File: config.mk
export PLATFORM = sky130hd
export DESIGN_NAME = pipeline_hazard_ctrl
export DESIGN_NICKNAME = d
export VERILOG_FILES = /design/src/rtl/pipe_ctrl_pkg.sv /design/src/rtl/pipeline_hazard_ctrl_hazard_detect.sv /design/src/rtl/pipeline_hazard_ctrl.sv
export SDC_FILE = /design/constraint.sdc
export NUM_CORES = 1
export LEC_CHECK = 0
export CAP_MARGIN = 20
export CORE_ASPECT_RATIO = 1.4
export CORE_MARGIN = 2
export CORE_UTILIZATION = 50
export DETAILED_ROUTE_END_ITERATION = 8
export PLACE_DENSITY = 0.84
export SETUP_SLACK_MARGIN = 0.1
export SKIP_CTS_REPAIR_TIMING = 1
export SYNTH_ARGS = -nofsm -noshare
export SYNTH_HDL_FRONTEND = slang
export SYNTH_HIERARCHICAL = 1
export SYNTH_SLANG_ARGS = --single-unit
File: constraint.sdc
create_clock -name clk -period 3.85 [get_ports clk]
set_input_delay 1.155 -clock clk [delete_from_list [all_inputs] [get_ports clk]]
set_output_delay 1.155 -clock clk [all_outputs]
set_load 0.005 [all_outputs]
File: src/rtl/pipe_ctrl_pkg.sv
// pipe_ctrl_pkg: shared definitions for the pipeline hazard controller.
//   - ctrl_state_e : memory-wait FSM encoding (RUN / WAIT / ERR)
//   - PC_REG_IDX   : register index of the PC, never treated as a data dependency
//   - DEF_*        : default parameter values for the controller
package pipe_ctrl_pkg;

  typedef enum logic [1:0] {
    RUN  = 2'd0,
    WAIT = 2'd1,
    ERR  = 2'd2
  } ctrl_state_e;

  localparam logic [3:0] PC_REG_IDX = 4'd15;

  localparam int DEF_REG_ADDR_W  = 4;
  localparam int DEF_TIMEOUT_CYC = 255;
  localparam int DEF_CNT_W       = 16;

endpackage

File: src/rtl/pipeline_hazard_ctrl_hazard_detect.sv
// hazard_detect: combinational read-after-write detection between the ID-stage
// sources and the EXE / MEM destinations.
// Build option: FORWARDING_EN
//   defined   - results are forwarded, only a load in EXE (load-use) stalls
//   undefined - any EXE or MEM write to a source register stalls
// Ports:
//   id_src1/2, id_use_src1/2 : ID-stage sources and their use bits
//   exe_wb_en, exe_dest      : EXE write-back enable and destination
//   exe_mem_read             : EXE instruction is a load
//   mem_wb_en, mem_dest      : MEM write-back enable and destination
//   raw_hazard               : ID instruction must wait
module hazard_detect
  import pipe_ctrl_pkg::*;
#(
  parameter int REG_ADDR_W = DEF_REG_ADDR_W
) (
  input  logic [REG_ADDR_W-1:0] id_src1,
  input  logic [REG_ADDR_W-1:0] id_src2,
  input  logic                  id_use_src1,
  input  logic                  id_use_src2,
  input  logic                  exe_wb_en,
  input  logic [REG_ADDR_W-1:0] exe_dest,
  input  logic                  exe_mem_read,
  input  logic                  mem_wb_en,
  input  logic [REG_ADDR_W-1:0] mem_dest,
  output logic                  raw_hazard
);

  localparam logic [REG_ADDR_W-1:0] PC_IDX = REG_ADDR_W'(PC_REG_IDX);

  // The PC is read from the fetch path, so writing it never creates a RAW hazard.
  function automatic logic src_hit(input logic                  use_bit,
                                   input logic                  wb_en,
                                   input logic [REG_ADDR_W-1:0] src,
                                   input logic [REG_ADDR_W-1:0] dst);
    return use_bit & wb_en & (src == dst) & (src != PC_IDX);
  endfunction

  logic exe_hit;

  // Match against the EXE destination; shared by both build options.
  always_comb begin
    exe_hit = src_hit(id_use_src1, exe_wb_en, id_src1, exe_dest) |
              src_hit(id_use_src2, exe_wb_en, id_src2, exe_dest);
  end

`ifdef FORWARDING_EN
  // With forwarding only a load result is unavailable to the next instruction.
  always_comb begin
    raw_hazard = exe_hit & exe_mem_read;
  end
`else
  logic mem_hit;

  // Without forwarding, loads and ALU results alike must reach write-back first.
  always_comb begin
    mem_hit    = src_hit(id_use_src1, mem_wb_en, id_src1, mem_dest) |
                 src_hit(id_use_src2, mem_wb_en, id_src2, mem_dest);
    raw_hazard = (exe_hit & exe_mem_read) | (exe_hit & ~exe_mem_read) | mem_hit;
  end
`endif

endmodule

File: src/rtl/pipeline_hazard_ctrl.sv
// pipeline_hazard_ctrl: central stall / flush controller of the 5-stage core.
// Build option: FORWARDING_EN (selects load-use-only stalling in hazard_detect).
// Ports:
//   clk, rst          : clock, asynchronous active-low reset
//   id_* / exe_* / mem_* : hazard-detection inputs (see hazard_detect)
//   mem_req, sram_ready  : data-memory access in progress / completing this cycle
//   branch_taken         : EXE resolved a taken branch
//   freeze_if, flush_if  : hold / clear PC and IF stage register
//   id_bubble            : zero ID/EX control fields
//   freeze_pipe          : hold ID/EX, EXE/MEM, MEM/WB during a memory wait
//   mem_timeout          : sticky memory timeout (left only by reset)
//   stall_cycles         : saturating count of frozen cycles
module pipeline_hazard_ctrl
  import pipe_ctrl_pkg::*;
#(
  parameter int REG_ADDR_W  = DEF_REG_ADDR_W,
  parameter int TIMEOUT_CYC = DEF_TIMEOUT_CYC,
  parameter int CNT_W       = DEF_CNT_W
) (
  input  logic                  clk,
  input  logic                  rst,
  input  logic [REG_ADDR_W-1:0] id_src1,
  input  logic [REG_ADDR_W-1:0] id_src2,
  input  logic                  id_use_src1,
  input  logic                  id_use_src2,
  input  logic                  exe_wb_en,
  input  logic [REG_ADDR_W-1:0] exe_dest,
  input  logic                  exe_mem_read,
  input  logic                  mem_wb_en,
  input  logic [REG_ADDR_W-1:0] mem_dest,
  input  logic                  mem_req,
  input  logic                  sram_ready,
  input  logic                  branch_taken,
  output logic                  freeze_if,
  output logic                  flush_if,
  output logic                  id_bubble,
  output logic                  freeze_pipe,
  output logic                  mem_timeout,
  output logic [CNT_W-1:0]      stall_cycles
);

  localparam int WCNT_W = $clog2(TIMEOUT_CYC + 1);
  localparam logic [WCNT_W-1:0] WCNT_ONE  = WCNT_W'(1);
  localparam logic [WCNT_W-1:0] WCNT_LAST = WCNT_W'(TIMEOUT_CYC - 1);
  localparam logic [CNT_W-1:0]  CNT_ONE   = CNT_W'(1);
  localparam logic [CNT_W-1:0]  CNT_MAX   = {CNT_W{1'b1}};

  ctrl_state_e       state_q, state_d;
  logic [WCNT_W-1:0] wait_cnt_q, wait_cnt_d;
  logic              flush_pend_q, flush_pend_d;
  logic [CNT_W-1:0]  stall_cycles_q, stall_cycles_d;
  logic              mem_frozen;
  logic              raw_hazard;

  hazard_detect #(
    .REG_ADDR_W (REG_ADDR_W)
  ) u_hazard_detect (
    .id_src1      (id_src1),
    .id_src2      (id_src2),
    .id_use_src1  (id_use_src1),
    .id_use_src2  (id_use_src2),
    .exe_wb_en    (exe_wb_en),
    .exe_dest     (exe_dest),
    .exe_mem_read (exe_mem_read),
    .mem_wb_en    (mem_wb_en),
    .mem_dest     (mem_dest),
    .raw_hazard   (raw_hazard)
  );

  // Memory-wait FSM: freezes in the request cycle and releases in the ready cycle.
  always_comb begin
    state_d    = state_q;
    wait_cnt_d = wait_cnt_q;
    mem_frozen = 1'b0;
    case (state_q)
      RUN: begin
        if (mem_req && !sram_ready) begin
          mem_frozen = 1'b1;
          state_d    = WAIT;
          wait_cnt_d = {WCNT_W{1'b0}};
        end else begin
          wait_cnt_d = {WCNT_W{1'b0}};
        end
      end
      WAIT: begin
        if (sram_ready) begin
          state_d    = RUN;
          wait_cnt_d = {WCNT_W{1'b0}};
        end else if (wait_cnt_q == WCNT_LAST) begin
          mem_frozen = 1'b1;
          state_d    = ERR;
          wait_cnt_d = wait_cnt_q + WCNT_ONE;
        end else begin
          mem_frozen = 1'b1;
          wait_cnt_d = wait_cnt_q + WCNT_ONE;
        end
      end
      ERR: begin
        mem_frozen = 1'b1;
      end
      default: begin
        state_d    = RUN;
        wait_cnt_d = {WCNT_W{1'b0}};
      end
    endcase
  end

  // Output priority: memory freeze, then branch flush, then data-hazard stall.
  // A branch beats the data stall because the stalled instruction is discarded.
  always_comb begin
    freeze_if   = 1'b0;
    flush_if    = 1'b0;
    id_bubble   = 1'b0;
    freeze_pipe = 1'b0;
    if (!rst) begin
      freeze_if = 1'b0;
    end else if (mem_frozen) begin
      freeze_pipe = 1'b1;
      freeze_if   = 1'b1;
    end else if (branch_taken || flush_pend_q) begin
      flush_if  = 1'b1;
      id_bubble = 1'b1;
    end else if (raw_hazard) begin
      freeze_if = 1'b1;
      id_bubble = 1'b1;
    end else begin
      freeze_if = 1'b0;
    end
  end

  // A branch seen while frozen is remembered until the first unfrozen cycle.
  always_comb begin
    if (mem_frozen) begin
      flush_pend_d = flush_pend_q | branch_taken;
    end else begin
      flush_pend_d = 1'b0;
    end
  end

  // Saturating stall counter.
  always_comb begin
    if ((freeze_if || freeze_pipe) && (stall_cycles_q != CNT_MAX)) begin
      stall_cycles_d = stall_cycles_q + CNT_ONE;
    end else begin
      stall_cycles_d = stall_cycles_q;
    end
  end

  // State registers.
  always_ff @(posedge clk or negedge rst) begin
    if (!rst) begin
      state_q        <= RUN;
      wait_cnt_q     <= {WCNT_W{1'b0}};
      flush_pend_q   <= 1'b0;
      stall_cycles_q <= {CNT_W{1'b0}};
    end else begin
      state_q        <= state_d;
      wait_cnt_q     <= wait_cnt_d;
      flush_pend_q   <= flush_pend_d;
      stall_cycles_q <= stall_cycles_d;
    end
  end

  assign mem_timeout  = (state_q == ERR);
  assign stall_cycles = stall_cycles_q;

endmodule

==> key figures <==
Run
  – MaxCap Viol Count: 0

Setup path
  – Worst EP arrival: between 2000 and 3000 ps
  – Crit-path cells: clkdlybuf4s50_1 > a32oi_1 > o211ai_1 > a221o_2 > and2_1 > dlymetal6s2s_1
  – WP buf/inv: 2
  – Critical path's slowest cell: clkdlybuf4s50_1
  – Peak per-stage delay on the critical path: about 440 ps
  – Required @ worst endpoint: 2690 ps
  – Top delay family on crit path: compound AO/OA/AOI/OAI gates
  – Crit. End Element: output port
  – Largest fanout on the critical path: 2
  – Kind of critical path: primary input to output port
  – Setup crit start kind: primary input

Clocking
  – Clock Sinks: 27
  – Clk Latency, worst-skew pair: 270 ps
  – Root Driver: clkbuf_8
  – CTS tree: done
  – Bufs on Longest Clock Path: 2
  – Clk slew on worst S/H paths: approximately 90 ps
  – TritonCTS Buffers: 3
  – H-Tree Depth: 1

Global routing
  – First-pass GRT wire length: between 6000 and 7000 um
  – Initial antenna violation count: 0
  – GRT Resource Usage Total: 0.232
  – Vias in the first global route: roughly 1400
  – GRT overflow: 0
  – Pin count of the biggest net entering global routing: 24

Yosys
  – Synth Net Count: 196
  – Count of different cell masters after synthesis: 36
  – Synth top area cells: dfrtp_1 43%, xor2_1 12%, xnor2_1 5.6%, nand2_1 3.8%, nand3_1 3.5%
  – Avg Synthesized Cell Area: about 9.4 um2
  – Number of synthesized flops with an enable pin: 0
  – Top-count cell post-synth: dfrtp_1
  – Synth cell count leaders: 27 x dfrtp_1, 22 x xor2_1, 16 x nand2_1
  – Post-synth top area cell: dfrtp_1
  – Synth Warn #: 6
  – Seq/Total Area, Yosys: 0.430
  – FF+latch count, synth: 27
  – Syn Std Cell Area: 1570 um2
  – Post-synthesis cell count: 167
  – Post-synth top area share: 0.430
  – Main flop type after synthesis: dfrtp_1
  – Async SR Flop Fraction: 1.00

Timing
  – Endpoints failing hold: 0
  – Final Skew: ~5.2 ps
  – Worst slew pin tran: between 300 and 400 ps
  – Period Utilization, post-route: 0.972
  – WHS: between 500 and 600 ps
  – Setup violations, final: 0
  – Min setup slack post-route: approximately 110 ps
  – Max Transition Viols Final: 0
  – Fmax: 267 MHz
  – Relative slew slack: 0.767
  – RSZ-0062 raised after global routing: yes
  – Crit path time final: 3740 ps

Cells and area
  – # fillers: ~240
  – Fin nets: between 200 and 300
  – Synthesis-to-layout area growth: 44.5%
  – # diodes: 0
  – Layout cells sized above 1: 0.137
  – Final Non-Filler Cells: approximately 270

Floorplanning
  – Chip height: 70.4 um
  – Starting density of the core: 0.513
  – I/O pin count: 47
  – Die width: slightly above 50 um
  – DIE AREA: approximately 3600 um2
  – Std-Cell Rows: 24
  – Core Region: between 3000 and 4000 um2

Power
  – Pwr Total: about 0.74 mW
  – Static Leakage: 1.15 nW
  – Max VDD drop: 0.222 mV
  – Power per standard cell area: 324 nW/um2

Detailed routing
  – Antenna viol nets, final: 0
  – Number of remaining DRC errors: 0
  – Wire length per cell: ~15 um
  – DRT iter0 DRCs: 45
  – Vias/cell: around 5.6
  – Drt total wl: 3970 um
  – Via count: between 1000 and 1500
  – Drt pass-1 iters: 4

Placement
  – DP Worst Slack: -585 ps
  – DP Cell Count: around 260
  – Dpl hpwl: between 3000 and 4000 um
  – Port Buf Inserts: 45
  – Routability cong.: approximately 0.84

Hold path
  – Hold/Removal Path Class: flop to flop

Outcome
  – Outcome: complete, no violations
-- power by group --
part,switching (mW),internal [mW]
Sequential,0.0476,0.317
Combinational,0.0820,0.126
Clock,0.0885,0.0734
Total,0.218,0.517
-- through the flow --
stage          setup TNS (ps)  area [um2]  utilization
2_1_floorplan               0        1570            -
5_1_grt                     0        2270        0.742
3_5_place_dp            -1080        2150        0.703
6_report                    0        2270        0.742
3_3_place_gp             -932        2150        0.703
4_1_cts                 -1110        2200        0.719
-- metal layers --
| metal | track usage | up-vias | part of all wire |
|---|---|---|---|
| met1 | 0.265 | 715 | 0.38 |
| met4 | 0.0819 | 0 | 0.023 |
| met3 | 0.0235 | 10 | 0.040 |
| met5 | 0 | - | 0 |
| met2 | 0.430 | 52 | 0.56 |
| li1 | - | 708 | - |
-- logic make-up (layout without fill, tap and decap cells) --
kind of cell | Yosys count | count (layout) | share of synthesized area
xor+xnor | 32 | 32 | 0.178
fa+ha+maj | 3 | 3 | 0.0239
compound gates | 20 | 20 | 0.0843
mux | 1 | 1 | 0.00716
flops | 27 | 27 | 0.430
buf+inv | 7 | 67 | 0.0215
simple gates | 77 | 77 | 0.255
-- worst register-to-register path, cell delays in order, from the launching register on --
cell and delay [ps]:
dfrtp_1 440, ha_1 200, nand3_1 170, nor4_1 410, nand3b_1 330, buf_4 190, nor2_1 60, xor2_1 140
-- cell usage in the layout (no fill, tap or decap), drive strengths merged, types with 5 or more instances in the layout --
cell type	count
nor3	11
dfrtp	27
nand2	16
xnor2	10
dlymetal6s2s	19
nor2	13
clkbuf	5
o21ai	10
nand3	11
buf	13
nand4	8
inv	5
xor2	22
clkdlybuf4s50	24
-- cell type report --
class | instances | area (um2) | area share
clock buffers | 3 | 41.3 | 0.0182
clock inverters | 1 | 7.51 | 0.00330
inverters | 5 | 18.8 | 0.00826
multi-input cells | 133 | 895 | 0.394
flip-flops and latches | 27 | 676 | 0.297
well taps | 39 | 48.8 | 0.0215
repair buffers | 58 | 586 | 0.258
-- sequential cells by signal, indices dropped and copies added, names as in the netlist --
name / count
state_q: 2
stall_cycles: 16
wait_cnt_q: 8
flush_pend_q: 1
-- final timing paths --
path,start,to,slack (ps),depth (start not counted)
setup / recovery,mem_wb_en,freeze_if,110,6
hold / removal,wait_cnt_q[5],wait_cnt_q[5],500,1
setup reg to reg,stall_cycles[0],stall_cycles[3],1810,7
hold reg to reg,wait_cnt_q[5],wait_cnt_q[5],500,1
max in group asynchronous,rst,stall_cycles[2],2210,2
min in group asynchronous,rst,wait_cnt_q[2],1320,2
Power figures use the tool's default switching activity.
